$ cat src/rtl/uart_lite_pkg.sv
// Shared definitions for the UART lite receive path: controller state
// encoding and the defaults the receive blocks derive their parameters from.
package uart_lite_pkg;

    typedef enum logic [1:0] {
        ST_OFF    = 2'd0,
        ST_SETTLE = 2'd1,
        ST_RUN    = 2'd2,
        ST_BREAK  = 2'd3
    } rx_state_e;

    localparam int DEF_OVERSAMPLING = 16;
    localparam int DEF_DATA_BITS    = 8;
    localparam int DEF_FIFO_DEPTH   = 4;

    function automatic int maxOf(input int a, input int b);
        return (a > b) ? a : b;
    endfunction

endpackage

$ cat src/rtl/uart_rx_controller_if.sv
// Signal bundle between the receive controller (master) and its surroundings:
// the character_recovery core on one side and the host register block on the other.
interface uart_rx_controller_if import uart_lite_pkg::*; #(
    parameter int DATA_BITS  = DEF_DATA_BITS,
    parameter int FIFO_DEPTH = DEF_FIFO_DEPTH
);
    localparam int LEVEL_W = $clog2(FIFO_DEPTH + 1);

    logic                 en_i;
    logic                 rx_i;
    logic [DATA_BITS-1:0] rec_char_i;
    logic                 rec_valid_i;
    logic                 rec_rst_o;
    logic [DATA_BITS-1:0] data_o;
    logic                 valid_o;
    logic                 ready_i;
    logic [LEVEL_W-1:0]   level_o;
    logic                 overrun_o;
    logic                 overrun_clr_i;
    logic                 break_o;

    modport master (
        input  en_i, rx_i, rec_char_i, rec_valid_i, ready_i, overrun_clr_i,
        output rec_rst_o, data_o, valid_o, level_o, overrun_o, break_o
    );

    modport slave (
        output en_i, rx_i, rec_char_i, rec_valid_i, ready_i, overrun_clr_i,
        input  rec_rst_o, data_o, valid_o, level_o, overrun_o, break_o
    );

endinterface

$ cat src/rtl/uart_rx_fifo.sv
// Small synchronous FIFO for received characters; a push into a full FIFO
// is accepted only when a pop frees a slot on the same edge.
module uart_rx_fifo #(
    parameter int WIDTH = 8,
    parameter int DEPTH = 4,
    parameter int LVL_W = $clog2(DEPTH + 1)
) (
    input  logic             i_clk,
    input  logic             i_rstN,
    input  logic             i_push,
    input  logic [WIDTH-1:0] i_data,
    input  logic             i_pop,
    output logic [WIDTH-1:0] o_data,
    output logic             o_full,
    output logic             o_empty,
    output logic [LVL_W-1:0] o_level
);
    localparam int PTR_W = $clog2(DEPTH);

    logic [WIDTH-1:0] r_mem [DEPTH];
    logic [PTR_W-1:0] r_rdPtr;
    logic [PTR_W-1:0] r_wrPtr;
    logic [LVL_W-1:0] r_count;
    logic             w_doPush;
    logic             w_doPop;

    assign o_full   = (r_count == LVL_W'(DEPTH));
    assign o_empty  = (r_count == '0);
    assign o_level  = r_count;
    assign o_data   = r_mem[r_rdPtr];
    assign w_doPop  = i_pop && !o_empty;
    assign w_doPush = i_push && (!o_full || w_doPop);

    // Storage is cleared on reset so the head reads zero before the first push.
    always_ff @(posedge i_clk or negedge i_rstN) begin
        if (!i_rstN) begin
            for (int i = 0; i < DEPTH; i++) begin
                r_mem[i] <= '0;
            end
            r_rdPtr <= '0;
            r_wrPtr <= '0;
            r_count <= '0;
        end else begin
            if (w_doPush) begin
                r_mem[r_wrPtr] <= i_data;
                r_wrPtr        <= r_wrPtr + PTR_W'(1);
            end
            if (w_doPop) begin
                r_rdPtr <= r_rdPtr + PTR_W'(1);
            end
            r_count <= r_count + LVL_W'(w_doPush) - LVL_W'(w_doPop);
        end
    end

endmodule

$ cat src/rtl/uart_rx_controller.sv
// Receive-side controller: sequences the character_recovery core through
// off/settle/run/break phases and buffers recovered characters for the host.
module uart_rx_controller import uart_lite_pkg::*; #(
    parameter int OVERSAMPLING = DEF_OVERSAMPLING,
    parameter int DATA_BITS    = DEF_DATA_BITS,
    parameter int FIFO_DEPTH   = DEF_FIFO_DEPTH,
    parameter int IDLE_CYCLES  = OVERSAMPLING,
    parameter int BREAK_CYCLES = OVERSAMPLING * (DATA_BITS + 2)
) (
    input  logic clk_i,
    input  logic rst_ni,
    uart_rx_controller_if.master bus
);
    localparam int                CNT_W     = $clog2(maxOf(IDLE_CYCLES, BREAK_CYCLES) + 1);
    localparam logic [CNT_W-1:0]  CNT_MAX   = '1;
    localparam logic [CNT_W-1:0]  IDLE_CNT  = CNT_W'(IDLE_CYCLES);
    localparam logic [CNT_W-1:0]  BREAK_CNT = CNT_W'(BREAK_CYCLES);

    rx_state_e        r_state;
    rx_state_e        w_nextState;
    logic [CNT_W-1:0] r_runCnt;
    logic [CNT_W-1:0] w_nextCnt;
    logic [CNT_W-1:0] w_cntInc;
    logic             r_overrun;
    logic             w_push;
    logic             w_pop;
    logic             w_full;
    logic             w_empty;
    logic             w_drop;

    assign w_cntInc = (r_runCnt == CNT_MAX) ? r_runCnt : r_runCnt + CNT_W'(1);

    always_ff @(posedge clk_i or negedge rst_ni) begin
        if (!rst_ni) begin
            r_state  <= ST_OFF;
            r_runCnt <= '0;
        end else begin
            r_state  <= w_nextState;
            r_runCnt <= w_nextCnt;
        end
    end

    // One counter serves both phases: high-run length in SETTLE, low-run length in RUN.
    always_comb begin
        w_nextState = r_state;
        w_nextCnt   = r_runCnt;
        if (!bus.en_i) begin
            w_nextState = ST_OFF;
            w_nextCnt   = '0;
        end else begin
            case (r_state)
                ST_OFF: begin
                    w_nextState = ST_SETTLE;
                    w_nextCnt   = '0;
                end
                ST_SETTLE: begin
                    if (!bus.rx_i) begin
                        w_nextCnt = '0;
                    end else if (w_cntInc == IDLE_CNT) begin
                        w_nextState = ST_RUN;
                        w_nextCnt   = '0;
                    end else begin
                        w_nextCnt = w_cntInc;
                    end
                end
                ST_RUN: begin
                    if (bus.rx_i) begin
                        w_nextCnt = '0;
                    end else if (w_cntInc == BREAK_CNT) begin
                        w_nextState = ST_BREAK;
                        w_nextCnt   = '0;
                    end else begin
                        w_nextCnt = w_cntInc;
                    end
                end
                ST_BREAK: begin
                    // The sample that ends the break already counts towards settling.
                    if (bus.rx_i) begin
                        w_nextState = ST_SETTLE;
                        w_nextCnt   = CNT_W'(1);
                    end
                end
                default: begin
                    w_nextState = ST_OFF;
                    w_nextCnt   = '0;
                end
            endcase
        end
    end

    assign bus.rec_rst_o = (r_state != ST_RUN);
    assign bus.break_o   = (r_state == ST_BREAK);

    assign w_push      = bus.rec_valid_i && (r_state == ST_RUN);
    assign w_pop       = bus.ready_i && !w_empty;
    assign w_drop      = w_push && w_full && !w_pop;
    assign bus.valid_o = !w_empty;

    uart_rx_fifo #(
        .WIDTH (DATA_BITS),
        .DEPTH (FIFO_DEPTH)
    ) u_fifo (
        .i_clk   (clk_i),
        .i_rstN  (rst_ni),
        .i_push  (w_push),
        .i_data  (bus.rec_char_i),
        .i_pop   (w_pop),
        .o_data  (bus.data_o),
        .o_full  (w_full),
        .o_empty (w_empty),
        .o_level (bus.level_o)
    );

    // A drop on the same edge as a clear request leaves the flag set.
    always_ff @(posedge clk_i or negedge rst_ni) begin
        if (!rst_ni) begin
            r_overrun <= 1'b0;
        end else if (w_drop) begin
            r_overrun <= 1'b1;
        end else if (bus.overrun_clr_i) begin
            r_overrun <= 1'b0;
        end
    end

    assign bus.overrun_o = r_overrun;

endmodule

$ cat src/flat_wrapper.sv
// flat-port wrapper written by rule: the top's interface ports become plain ports
module uart_rx_controller_flat import uart_lite_pkg::*;
#(
    parameter int OVERSAMPLING = DEF_OVERSAMPLING,
    parameter int DATA_BITS    = DEF_DATA_BITS,
    parameter int FIFO_DEPTH   = DEF_FIFO_DEPTH,
    parameter int IDLE_CYCLES  = OVERSAMPLING,
    parameter int BREAK_CYCLES = OVERSAMPLING * (DATA_BITS + 2)
)
  (clk_i, rst_ni, bus_en_i, bus_rx_i, bus_rec_char_i, bus_rec_valid_i, bus_ready_i, bus_overrun_clr_i, bus_rec_rst_o, bus_data_o, bus_valid_o, bus_level_o, bus_overrun_o, bus_break_o);
  uart_rx_controller_if #(.DATA_BITS(DATA_BITS), .FIFO_DEPTH(FIFO_DEPTH)) bus_i ();
  input  logic clk_i;
  input  logic rst_ni;
  input wire logic [$bits(bus_i.en_i)-1:0] bus_en_i;
  input wire logic [$bits(bus_i.rx_i)-1:0] bus_rx_i;
  input wire logic [$bits(bus_i.rec_char_i)-1:0] bus_rec_char_i;
  input wire logic [$bits(bus_i.rec_valid_i)-1:0] bus_rec_valid_i;
  input wire logic [$bits(bus_i.ready_i)-1:0] bus_ready_i;
  input wire logic [$bits(bus_i.overrun_clr_i)-1:0] bus_overrun_clr_i;
  output wire logic [$bits(bus_i.rec_rst_o)-1:0] bus_rec_rst_o;
  output wire logic [$bits(bus_i.data_o)-1:0] bus_data_o;
  output wire logic [$bits(bus_i.valid_o)-1:0] bus_valid_o;
  output wire logic [$bits(bus_i.level_o)-1:0] bus_level_o;
  output wire logic [$bits(bus_i.overrun_o)-1:0] bus_overrun_o;
  output wire logic [$bits(bus_i.break_o)-1:0] bus_break_o;
  assign bus_i.en_i = bus_en_i;
  assign bus_i.rx_i = bus_rx_i;
  assign bus_i.rec_char_i = bus_rec_char_i;
  assign bus_i.rec_valid_i = bus_rec_valid_i;
  assign bus_i.ready_i = bus_ready_i;
  assign bus_i.overrun_clr_i = bus_overrun_clr_i;
  assign bus_rec_rst_o = bus_i.rec_rst_o;
  assign bus_data_o = bus_i.data_o;
  assign bus_valid_o = bus_i.valid_o;
  assign bus_level_o = bus_i.level_o;
  assign bus_overrun_o = bus_i.overrun_o;
  assign bus_break_o = bus_i.break_o;
  uart_rx_controller #(.OVERSAMPLING(OVERSAMPLING), .DATA_BITS(DATA_BITS), .FIFO_DEPTH(FIFO_DEPTH), .IDLE_CYCLES(IDLE_CYCLES), .BREAK_CYCLES(BREAK_CYCLES)) u_core (.clk_i(clk_i), .rst_ni(rst_ni), .bus(bus_i));
endmodule
$ cat config.mk
export PLATFORM = sky130hd
export DESIGN_NAME = uart_rx_controller_flat
export DESIGN_NICKNAME = d
export VERILOG_FILES = /design/src/rtl/uart_lite_pkg.sv /design/src/rtl/uart_rx_controller_if.sv /design/src/rtl/uart_rx_fifo.sv /design/src/rtl/uart_rx_controller.sv /design/src/flat_wrapper.sv
export SDC_FILE = /design/constraint.sdc
export NUM_CORES = 1
export LEC_CHECK = 0
export ABC_AREA = 1
export CAP_MARGIN = 25
export CELL_PAD_IN_SITES_DETAIL_PLACEMENT = 0
export CELL_PAD_IN_SITES_GLOBAL_PLACEMENT = 1
export CORE_MARGIN = 2
export CORE_UTILIZATION = 38
export DETAILED_ROUTE_END_ITERATION = 8
export PLACE_DENSITY = 0.75
export SLEW_MARGIN = 15
export SYNTH_ARGS = -nofsm -noshare
export SYNTH_HDL_FRONTEND = slang
export SYNTH_HIERARCHICAL = 1
export SYNTH_SLANG_ARGS = --single-unit
$ cat constraint.sdc
create_clock -name clk_i -period 2.15 [get_ports clk_i]
set_clock_uncertainty 0.05 [all_clocks]
set_input_delay 0.43 -clock clk_i [delete_from_list [all_inputs] [get_ports clk_i]]
set_output_delay 0.43 -clock clk_i [all_outputs]
set_load 0.005 [all_outputs]
-- Word level (Yosys, flattened, before mapping)
Index checks and enable logic that the tools add are counted.
- input bits: 15
- flip-flop bits (word level): 50
- logic and storage cells: 71
- output and inout port bits: 15
- order comparisons: 3
- add/sub/neg operators: 5
- mux-type cells: 23
- reduce and logical (&&, ||, !) cells: 15
- equal/unequal tests: 13
- bitwise gates (word level): 2
- operators with widths (kind ; count):
    8-bit two-way mux ; 10
    32-bit bitwise mux ; 1
    8-bit one-hot mux with 4 select lines ; 1
    8-bit binary-select mux with 2-bit select ; 1
    8-bit demux with 2-bit select ; 1
    8-bit equality test (second input constant) ; 2
    2-bit two-way mux ; 6
    3-bit inequality test (second input constant) ; 3
    8-bit by 1-bit adder with 8-bit output (second input constant) ; 1
    8-bit by 5-bit equality test with 1-bit output (second input constant) ; 1
    2-bit one-hot mux with 4 select lines ; 1
    1-bit logical AND ; 7
    3-bit >= comparator (second input constant) ; 2
    3-bit by 2-bit inequality test with 1-bit output (second input constant) ; 2
    2-bit NOT with 3-bit output ; 2
    5-bit AND reduction ; 1
    2-bit by 1-bit adder with 2-bit output (second input constant) ; 2
    2-bit equality test (second input constant) ; 2
    3-bit by 1-bit adder with 3-bit output ; 1
    3-bit equality test (second input constant) ; 1
    1-bit logical NOT ; 3
    3-bit logical NOT ; 1
    3-bit by 1-bit less-than comparator with 1-bit output (second input constant) ; 1
    3-bit by 1-bit subtractor with 3-bit output ; 1
    6 further kinds ; 7

-- Longest topological paths before layout
Gate-level depths: netlist of the first run.
- word-level depth: 8
- mapped depth: 13

-- Hierarchy
The synthesis of the first run kept the hierarchy.
- by module, submodules not included (module ; cells an instance ; area an instance (um2) ; times used):
    uart_rx_fifo ; 232 ; 1979.4 ; 1
    uart_rx_controller ; 146 ; 964.7 ; 1

-- Worst setup path after synthesis of the first run
Ideal clock, no wire load.
- path type: reg2reg
- start: reg u_core.r_state[0]
- end: reg u_core.u_fifo.r_count[2] (netlist: u_core/u_fifo/o_level[2])
- clock period less this slack: 2.129 ns
- path buffers: 2
- required time: 1.978 ns
- library setup time: 0.122 ns
- data arrival time: 1.957 ns
- cell stages (with the launch flop): 12
- setup slack: 0.021 ns
- path through: dfrtp_1 inv_1 ha_1 nand2_1 inv_1 buf_4 buf_2 nand3_1 nand2_1 ha_1 fa_1 xnor2_1
- word-level cells in the longest chain between the ends: 5
- RTL lines (what ; line ; source):
    from (decl) ; uart_rx_controller.sv:19 ; rx_state_e r_state;
    from (signal assigned) ; uart_rx_controller.sv:38 ; r_state <= w_nextState;
    2-bit equality test ; uart_rx_controller.sv:94 ; assign w_push = bus.rec_valid_i && (r_state == ST_RUN);
    1-bit logical AND ; uart_rx_controller.sv:94 ;
    via u_core.w_push ; uart_rx_controller.sv:25 ; logic w_push;
    1-bit logical AND ; uart_rx_fifo.sv:32 ; assign w_doPush = i_push && (!o_full || w_doPop);
    3-bit by 1-bit adder with 3-bit output ; uart_rx_fifo.sv:51 ; r_count <= r_count + LVL_W'(w_doPush) - LVL_W'(w_doPop);
    3-bit by 1-bit subtractor with 3-bit output ; uart_rx_fifo.sv:51 ;
    to (signal assigned) ; uart_rx_fifo.sv:51 ;
    to (decl) ; uart_rx_fifo.sv:23 ; logic [LVL_W-1:0] r_count;
The timed path passes the listed nets, and every way through them passes these cells.
A chain may end at the register's enable or synchronous reset.

-- Worst setup path after layout of the first run
- start: reg u_core.r_state[0]
- end: out bus_break_o
- word-level cells in the longest chain between the ends: 1
- RTL lines (what ; line ; source):
    2-bit equality test ; uart_rx_controller.sv:92 ; assign bus.break_o = (r_state == ST_BREAK);
    to (decl) ; flat_wrapper.sv:25 ; output wire logic [$bits(bus_i.break_o)-1:0] bus_break_o;
No other way between the ends.

==> results_dict.tcl, run 1 <==
set metrics [dict create \
    nets 456 \
    cp.arrival_ns 1.53 \
    hold_viol 0 \
    grt_pass1_wl_microns 12500 \
    regArea_sq_um 1250 \
    avgSynthCellArea_sq_um 7.79 \
    worst_r2r_path_depth 9 \
    maxCapViolations 0 \
    worst-path-buf-inv 2 \
    yosys_warnings 6 \
    crit_chain "buf_4 -> ha_1 -> clkdlybuf4s50_1" \
    rsz0062_at_grt "no" \
    numCtsBuffers 5 \
    drive_gt1_share_pct 14.8 \
    die_y_microns 92.0 \
    syn_to_final_growth_pct 22.5 \
    required_ns 1.67 \
    worst-path-max-fanout 3 \
    fin_crit_sh_pct 93.4 \
    cts_num_sinks 50 \
    end_kind "output port" \
    utilization_pct 47.4 \
    routedWlPerCell_microns 14.0 \
    place_congestion 0.805 \
    finalWorstSetupSlack_ns 0.142 \
    dp_hpwl_microns 5370 \
    slew_headroom_pct 66.0 \
    via_per_inst 5.02 \
    drt_first_pass_iters 4 \
    grtUsageTotal_pct 18.4 \
    layout_commonest_cell "nand2_1" \
    clock-root-buffer "clkbuf_8" \
    syn-num-nets 404 \
    status "finished, final reports clean" \
    drc 0 \
    tritoncts "done" \
    criticalPathCategory "reg -> out" \
    h-tree-depth 2 \
    finalSetupViolations 0 \
    final_cell_mix "nand2_1 (121), dfrtp_1 (49), nand4_1 (35)" \
    synth-edff-count 0 \
    fp.coreArea_sq_um 7610 \
    die_w_microns 92.0 \
    p_leak_nw 1.80 \
    stdcell_count 533 \
    slowest_delay_ns 0.46 \
    worstSetupStartpointType "register" \
    portBuffers 29 \
    synthesis.area_sq_um 2940 \
    die_area_sq_um 8470 \
    grt_max_degree 29 \
    power.density_nw_per_um2 1170 \
    routed_wl_microns 7440 \
    holdBufCountCts 0 \
    cp.depth 3 \
    power_mw 4.22 \
    path_delay_family "buffers and inverters" \
    finalCriticalPeriod_ns 2.01 \
    seq_area_frac_synth_pct 42.5 \
    syn-instance-count 378 \
    placedCellCount 521 \
    worstMarginPinSlew_ns 0.510 \
    max_clock_freq_mhz 498 \
    slew_viol_final 0 \
    rows 32 \
    hold_path.class "in -> async" \
    post-place-ws_ns -0.205 \
    synth_cell_types 31 \
    peakVddDrop_mv 0.428 \
    io_pins 30 \
    async_flop_share_pct 100 \
    vias 2673 \
    fin_tns_setup_ns 0 \
    fill_cells 784 \
    clk_pin_slew_ns 0.09 \
    antenna_left 0 \
    cts.path.max_buffers 2 \
    drt_iter0_drc 112 \
    clock_latency_ns 0.30 \
    grt_overflow_total 0 \
    multi_input_area_sq_um 1460 \
    antenna_cells 0 \
    start_util_pct 38.7 \
    r2r_slack_ns 0.18 \
    grt_pass1_vias 2624 \
    antenna_found_initial 0 \
    ys_ff_latch 50 \
    slowest_stage "clkdlybuf4s50_1" \
    ys.flop_type "dfrtp_1" \
]
## final cells by class
| class | count | area share [%] |
|---|---|---|
| multi-input cells | 279 | 40.5 |
| clock inverters | 2 | 1.04 |
| clock buffers | 6 | 2.01 |
| repair buffers | 62 | 14.8 |
| flip-flops and latches | 50 | 34.7 |
| inverters | 32 | 3.33 |
| well taps | 102 | 3.54 |
## metrics by stage
step / area [sq um] / hold WS (ns)
3_5_place_dp: 3460 / 0.389
6_report: 3610 / 0.0302
2_1_floorplan: 2940 / 0.0844
5_1_grt: 3610 / 0.0724
4_1_cts: 3580 / 0.0535
3_3_place_gp: 3460 / 0.389
## metal layers
layer	vias up	track usage [%]	share of wire, %
met5	-	0	0
met4	0	4.10	0.97
met3	4	3.12	3.4
met2	49	32.2	49
met1	1265	23.9	46
li1	1355	-	-
## power by group
| group | internal, mW | total [mW] | switching [mW] | leakage (nW) |
|---|---|---|---|---|
| registers | 1.31 | 1.54 | 0.229 | 0.656 |
| clock network | 0.348 | 0.670 | 0.322 | 0.0514 |
| logic | 0.917 | 2.01 | 1.09 | 1.09 |
| total | 2.57 | 4.22 | 1.64 | 1.80 |
## path summary, 6_finish.rpt
| check | start | end |
|---|---|---|
| max | u_core/r_state[0] | bus_break_o |
| min | rst_ni | u_core/u_fifo/r_mem[25] |
| max reg2reg | u_core/u_fifo/o_level[0] | u_core/u_fifo/o_level[1] |
| min reg2reg | u_core/u_fifo/r_mem[9] | u_core/u_fifo/r_mem[9] |
| max in group asynchronous | rst_ni | u_core/u_fifo/r_mem[22] |
| min in group clk_i | u_core/u_fifo/r_mem[9] | u_core/u_fifo/r_mem[9] |
## flip-flops by register name, indices dropped and copies added, names as in the netlist
name	flops
u_core/r_runCnt	8
u_core/u_fifo/r_wrPtr	2
u_core/r_state	2
u_core/u_fifo/r_mem	32
u_core/u_fifo/r_rdPtr	2
u_core/u_fifo/o_level	3
u_core/bus.overrun_o	1
## cell usage after synthesis, types with 5 or more instances
| cell | n | area, sq um |
|---|---|---|
| nand2_1 | 121 | 454 |
| nand4_1 | 35 | 219 |
| inv_1 | 30 | 113 |
| nor2_1 | 30 | 113 |
| ha_1 | 10 | 125 |
| buf_6 | 6 | 67.6 |
| o22ai_1 | 10 | 62.6 |
| o21ai_0 | 18 | 90.1 |
| buf_2 | 8 | 40.0 |
| dfrtp_1 | 50 | 1250 |
| o21ai_1 | 5 | 25.0 |
| nand3_1 | 17 | 85.1 |
| nand3_2 | 7 | 70.1 |
## cell families (layout without fill, tap and decap cells)
| kind of cell | Yosys count | after routing | share of synthesized area, % |
|---|---|---|---|
| simple gates | 221 | 221 | 34.7 |
| flops | 50 | 50 | 42.5 |
| buf+inv | 49 | 102 | 8.37 |
| compound gates | 42 | 42 | 8.03 |
| fa+ha+maj | 11 | 11 | 4.93 |
| xor+xnor | 5 | 5 | 1.49 |
## repair_timing
item / 4_1_cts / 5_1_grt
setup buffers: 3 / 1
gates resized for setup: 11 / 5
setup endpoints to repair: 9 / 8
pin swaps: 1 / 0
## worst reg2reg max path, stage by stage, from the launching register on
cell and delay (ns):
dfrtp_1 0.41, nor2_2 0.06, nand2_1 0.10, inv_2 0.06, nor2_4 0.13, nand2_2 0.08, or2_2 0.31, nand2_1 0.07
ha_1 0.16, fa_1 0.41
(Power assumes the default switching activity.)
==> run 2: changes to the inputs <==
--- a/config.mk
+++ b/config.mk
@@ -10,11 +10,11 @@
 export CELL_PAD_IN_SITES_DETAIL_PLACEMENT = 0
 export CELL_PAD_IN_SITES_GLOBAL_PLACEMENT = 1
 export CORE_MARGIN = 2
-export CORE_UTILIZATION = 38
+export CORE_UTILIZATION = 39
 export DETAILED_ROUTE_END_ITERATION = 8
-export PLACE_DENSITY = 0.75
+export PLACE_DENSITY = 0.74
+export SKIP_CTS_REPAIR_TIMING = 1
 export SLEW_MARGIN = 15
 export SYNTH_ARGS = -nofsm -noshare
 export SYNTH_HDL_FRONTEND = slang
-export SYNTH_HIERARCHICAL = 1
 export SYNTH_SLANG_ARGS = --single-unit
==> constraint.sdc (replaced) <==
create_clock -name clk_i -period 1.8 [get_ports clk_i]
set_clock_uncertainty 0.05 [all_clocks]
set_input_delay 0.36 -clock clk_i [delete_from_list [all_inputs] [get_ports clk_i]]
set_output_delay 0.36 -clock clk_i [all_outputs]
set_load 0.005 [all_outputs]
==> run 2 against run 1 <==
Against the previous run:
- final area grew 4.7%
- register-to-register slack worse by 0.15 ns
- cell count decreased by 18%
- synthesized cell count down 27%
- flip-flop and latch count did not move
- sequential share of layout area decreased by 1.5 points
- clock-buffer cell count shrank 1
- first-iteration DRC count fell by 32%
- critical path depth increased by 2
- die area shrank 9.9%
- synthesized area fell by 8.0%
- wire length is 20% lower
- the flow now finishes with violations (negative setup slack)
- highest routed layer unchanged
==> results_dict.tcl, run 2 <==
set metrics [dict create \
    die_w_microns 87.3 \
    min_path_cells 5 \
    synth_top_area_share_pct 46.2 \
    cts_num_sinks 50 \
    ys_ff_latch 50 \
    hold_viol 0 \
    fp.coreArea_sq_um 6760 \
    end_kind "output port" \
    slowest_delay_ns 0.46 \
    stdcell_count 436 \
    placedCellCount 417 \
    worst-path-max-fanout 4 \
    die_area_sq_um 7630 \
    tritoncts "done" \
    p_leak_nw 1.80 \
    use_met3_pct 3.13 \
    numCtsBuffers 5 \
    yosys_warnings 0 \
    final_cell_mix "dfrtp_1 (48), nand2_1 (34), buf_4 (34)" \
    finalSetupViolations 4 \
    synthesis.area_sq_um 2710 \
    grtUsageTotal_pct 16.0 \
    vias 2127 \
    drt_iter0_drc 76 \
    worstMarginPinSlew_ns 0.525 \
    drt_first_pass_iters 4 \
    layout_commonest_cell "dfrtp_1" \
    slowest_stage "dfrtp_2" \
    required_ns 1.39 \
    finalCriticalPeriod_ns 1.82 \
    violations "negative setup slack" \
    drc 0 \
    max_clock_freq_mhz 548 \
    async_flop_share_pct 100 \
    synthTopCellsByCount "dfrtp_1 (50), nand2_1 (36), inv_1 (35), mux2_2 (32), nor2_1 (26)" \
    rows 30 \
    antenna_cells 0 \
    routedWlPerCell_microns 13.6 \
    h-tree-depth 2 \
    gr-max-usage-layer "met2" \
    clk_pin_slew_ns 0.10 \
    synth_cell_types 27 \
    io_pins 30 \
    grt_pass1_wl_microns 9600 \
    portBuffers 29 \
    fin_tns_setup_ns -0.0472 \
    met1_usage_pct 22.3 \
    maxCapViolations 0 \
    rsz0062_at_grt "yes" \
    syn_to_final_growth_pct 39.4 \
    use_met2_pct 25.5 \
    grt_overflow_total 0 \
    via_per_inst 4.88 \
    clock-root-buffer "clkbuf_8" \
    antenna_left 0 \
    routed_wl_microns 5930 \
    slew_viol_final 0 \
    nets 382 \
    regMostFlops "u_core.u_fifo.r_mem" \
    hold_path.class "in -> reg" \
    status "complete, but fails checks" \
    grt_max_degree 27 \
    largest_reg_flops 32 \
    die_y_microns 87.3 \
    drive_gt1_share_pct 42.4 \
    synth.most_common_cell "dfrtp_1" \
    criticalPathCategory "reg -> out" \
    place_congestion 0.798 \
    peakVddDrop_mv 0.706 \
    grt_pass1_vias 2061 \
    syn-instance-count 277 \
    synth-edff-count 0 \
    seq_area_frac_synth_pct 46.2 \
    clock_latency_ns 0.31 \
    worstSetupStartpointType "register" \
    ys.flop_type "dfrtp_1" \
    cts.path.max_buffers 2 \
    avgSynthCellArea_sq_um 9.78 \
    start_util_pct 40.1 \
    post-synth-top-area-cell "dfrtp_1" \
    slew_headroom_pct 65.0 \
    power.density_nw_per_um2 1380 \
    antenna_found_initial 0 \
    dp_hpwl_microns 4020 \
    syn-num-nets 304 \
    crit_chain "buf_4 -> clkbuf_16 -> o21ai_2 -> o22ai_1 -> buf_2" \
    synthTopCellsByArea "dfrtp_1 (46%), mux2_2 (13%), ha_1 (5.1%), nand2_1 (5.0%), inv_1 (4.8%)" \
    finalWorstSetupSlack_ns -0.0245 \
    fin_crit_sh_pct 101 \
    worst_r2r_path_depth 8 \
    cp.arrival_ns 1.41 \
]
run 2: changes by cell type in the layout (fill, tap and decap cells not counted), moves of 5 or more:
cell / change
nand3_1: -9
nor2_4: +8
clkbuf_2: +6
nand4_1: -31
dlymetal6s2s_1: +5
mux2_2: +32
nor2_1: -12
dlygate4sd2_1: -9
o21ai_2: +5
nand2_1: -87
o21ai_0: -6
run 2: cell type report:
type                            instances  area [sq um]
Clock inverter                          3          23.8
Inverter                               35           131
Tap cell                               80           100
Timing Repair Buffer                   74           702
Multi-Input combinational cell        189          1500
Clock buffer                            5          68.8
Fill cell                             619          2980
Sequential cell                        50          1250
run 2: final timing paths:
check,start,to,slack (ns)
worst min register to register,u_core.u_fifo.r_mem[17],u_core.u_fifo.r_mem[17],0.46
worst max-delay path,u_core.u_fifo.r_rdPtr[0],bus_data_o[1],-0.02
min in group asynchronous,rst_ni,u_core.u_fifo.r_mem[31],0.50
worst min-delay path,bus_ready_i,u_core.bus.overrun_o,0.43
worst max register to register,u_core.r_state[0],u_core.u_fifo.o_level[2],0.03
max in group asynchronous,rst_ni,u_core.u_fifo.r_rdPtr[0],0.67
run 2: routing by layer:
layer  wire length, microns  part of all wire [%]
met2                   2830                    48
met4                     74                   1.2
met1                   2830                    48
met3                    190                   3.2
met5                      0                     0
run 2: kinds of logic (layout without fill, tap and decap cells):
kind of cell	Yosys count	count (layout)	synth area share, %
AND/OR/NAND/NOR	96	96	18.2
buffers and inverters	38	117	5.27
adder cells (fa/ha/maj)	12	12	5.82
XOR/XNOR	7	7	2.26
multiplexers	32	32	13.3
AO/OA/AOI/OAI	42	42	8.96
flip-flops	50	50	46.2
run 2: metrics by stage:
step | setup slack (ns) | area (sq um) | power, mW | hold slack [ns] | util [%]
floorplan | -0.205 | 2750 | 3.00 | 0.0144 | -
global placement | -0.388 | 3430 | 4.12 | 0.316 | 50.7
detailed placement | -0.408 | 3430 | 4.16 | 0.313 | 50.7
CTS | -0.355 | 3520 | 4.86 | -0.0239 | 52.1
global route | -0.0904 | 3770 | 5.62 | 0.448 | 55.9
finish | -0.0245 | 3770 | 5.19 | 0.432 | 55.9
run 2: power by group:
group | leakage (nW) | internal, mW | switching [mW]
logic | 1.12 | 1.50 | 1.17
clock network | 0.0408 | 0.279 | 0.415
registers | 0.644 | 1.55 | 0.287
total | 1.80 | 3.32 | 1.87
run 2: worst max-delay path, delay by kind of cell, from the launching register on:
| family | cells | cell delay, ns |
|---|---|---|
| flip-flops | 1 | 0.46 |
| buffers and inverters | 3 | 0.43 |
| AO/OA/AOI/OAI | 2 | 0.22 |
==> run 3: changes to the inputs <==
--- a/config.mk
+++ b/config.mk
@@ -9,10 +9,12 @@
 export CAP_MARGIN = 25
 export CELL_PAD_IN_SITES_DETAIL_PLACEMENT = 0
 export CELL_PAD_IN_SITES_GLOBAL_PLACEMENT = 1
+export CORE_ASPECT_RATIO = 0.8
 export CORE_MARGIN = 2
 export CORE_UTILIZATION = 39
 export DETAILED_ROUTE_END_ITERATION = 8
 export PLACE_DENSITY = 0.74
+export RECOVER_POWER = 50
 export SKIP_CTS_REPAIR_TIMING = 1
 export SLEW_MARGIN = 15
 export SYNTH_ARGS = -nofsm -noshare
==> run 3 against run 2 <==
Against the previous run:
- the flow now finishes without violations
- core utilization decreased by 1.1 points
- die area is essentially flat
- flip-flop and latch count is the same
- hold slack gained 0.015 ns
- wire length is 0.27% higher
- largest power group unchanged
- combinational power down 6%
- sequential share of layout area is 0.53 points higher
==> results_dict.tcl, run 3 (synthesized netlist as in run 2, its figures left out) <==
set metrics [dict create \
    clock-root-buffer "clkbuf_8" \
    finalCriticalPeriod_ns 1.78 \
    criticalPathCategory "in -> reg" \
    rows 27 \
    syn_to_final_growth_pct 37.2 \
    r2r-start "u_core.r_state[0]" \
    grt_pass1_wl_microns 9980 \
    largest_reg_flops 32 \
    placed_area_sq_um 3420 \
    die_y_microns 78.5 \
    start_util_pct 39.9 \
    drt_first_pass_iters 4 \
    r2r-end "u_core.u_fifo.o_level[2]" \
    rsz0062_at_grt "yes" \
    regMostFlops "u_core.u_fifo.r_mem" \
    p_leak_nw 1.83 \
    fill_cells 634 \
    crit_start "bus_rec_valid_i" \
    finalInstanceArea_sq_um 3720 \
    h-tree-depth 2 \
    place_congestion 0.816 \
    portBuffers 29 \
    hold_viol 0 \
    fin_crit_sh_pct 99.1 \
    io_pins 30 \
    power.density_nw_per_um2 1380 \
    grt_overflow_total 0 \
    vias 2145 \
    grt_pass1_vias 2147 \
    maxCapViolations 0 \
    antenna_cells 0 \
    required_ns 1.94 \
    holdCritStartpoint "bus_ready_i" \
    grtUsageTotal_pct 16.0 \
    routedWlPerCell_microns 13.5 \
    worst-path-max-fanout 2 \
    slowest_delay_ns 0.54 \
    via_per_inst 4.88 \
    die_area_sq_um 7630 \
    antenna_found_initial 0 \
    layout_commonest_cell "dfrtp_1" \
    final_cell_mix "dfrtp_1 (48), nand2_1 (35), mux2_2 (32)" \
    worstSetupStartpointType "input port" \
    min_path_cells 5 \
    status "finished, final reports clean" \
    dp_hpwl_microns 4110 \
    r2r_slack_ns 0.02 \
    peakVddDrop_mv 0.672 \
    clk_pin_slew_ns 0.09 \
    end_kind "register" \
    slowest_stage "clkdlybuf4s50_1" \
    utilization_pct 54.7 \
    crit_chain "clkdlybuf4s50_1 -> nand3_4 -> ha_4 -> inv_2 -> ha_4 -> fa_2 -> xor2_1" \
    worst_r2r_path_depth 8 \
    post-place-ws_ns -0.429 \
    cts_num_sinks 50 \
    nets 379 \
    cp_common_cell "ha_4" \
    drive_gt1_share_pct 37.7 \
    die_w_microns 97.2 \
    finalWorstSetupSlack_ns 0.0164 \
    numCtsBuffers 5 \
    cts.path.max_buffers 2 \
    slew_viol_final 0 \
    routed_wl_microns 5940 \
    max_clock_freq_mhz 561 \
    drc 0 \
    whs_endpoint "u_core.bus.overrun_o" \
    finalSetupViolations 0 \
    drt_iter0_drc 135 \
    clock_latency_ns 0.31 \
    slew_headroom_pct 53.6 \
    tritoncts "done" \
    power_mw 5.11 \
    worstMarginPinSlew_ns 0.695 \
    hold_path.class "in -> reg" \
    cp.arrival_ns 1.92 \
    fp.coreArea_sq_um 6790 \
    antenna_left 0 \
    grt_max_degree 51 \
]
==> run 3: changes by cell type in the layout (fill, tap and decap cells not counted), moves of 3 or more <==
cell	change
o21ai_2	-4
buf_2	+3
o21ai_1	+5
nor2_1	+4
buf_4	-3
clkbuf_2	-5
inv_2	-3
==> run 3: how the worst max path moves through the flow <==
stage                          endpoint  slack (ns)  depth (start not counted)
6_report       u_core.u_fifo.o_level[2]        0.02                          7
2_1_floorplan  u_core.u_fifo.o_level[2]       -0.20                          8
3_5_place_dp   u_core.u_fifo.o_level[2]       -0.43                          9
3_3_place_gp   u_core.u_fifo.o_level[2]       -0.39                          9
5_1_grt               u_core.r_state[1]        -0.1                         12
4_1_cts                   bus_data_o[0]       -0.37                          4
==> run 3: cell type report <==
type                            count  area (sq um)  area share, %
Clock buffer                        5          68.8           1.85
Clock inverter                      3          43.8           1.18
Sequential cell                    50          1250           33.7
Timing Repair Buffer               70           662           17.8
Inverter                           35           134           3.60
Tap cell                           87           109           2.93
Multi-Input combinational cell    190          1450           38.9
==> run 3: power breakdown <==
part | total [mW] | switching [mW] | internal (mW)
clock network | 0.807 | 0.390 | 0.417
logic | 2.51 | 1.12 | 1.39
registers | 1.80 | 0.255 | 1.54
==> run 3: critical path, delay by kind of cell <==
| kind | cells | cell delay (ns) |
|---|---|---|
| adders and majority gates | 3 | 0.73 |
| and+or+nand+nor | 1 | 0.11 |
| xor gates and xnor gates | 1 | 0.15 |
| buffers and inverters | 2 | 0.57 |
==> run 3: layer usage <==
| metal | share of wire, % | vias up | global-route usage, % | routed length (microns) |
|---|---|---|---|---|
| met2 | 44 | 49 | 25.8 | 2590 |
| met4 | 1.1 | 0 | 4.65 | 67 |
| met3 | 4.9 | 8 | 2.94 | 292 |
| met1 | 50 | 1016 | 22.1 | 2990 |
| met5 | 0 | - | 0 | 0 |
| li1 | - | 1072 | - | - |
==> run 3: metrics by stage <==
stage	hold WS [ns]	instances	TNS, ns
final	0.447	440	0
after global routing	0.471	440	-0.393
after detailed placement	0.322	421	-9.26
after floorplan	0.0144	277	-0.380
after CTS	-0.0181	429	-3.41
after global placement	0.322	421	-8.29
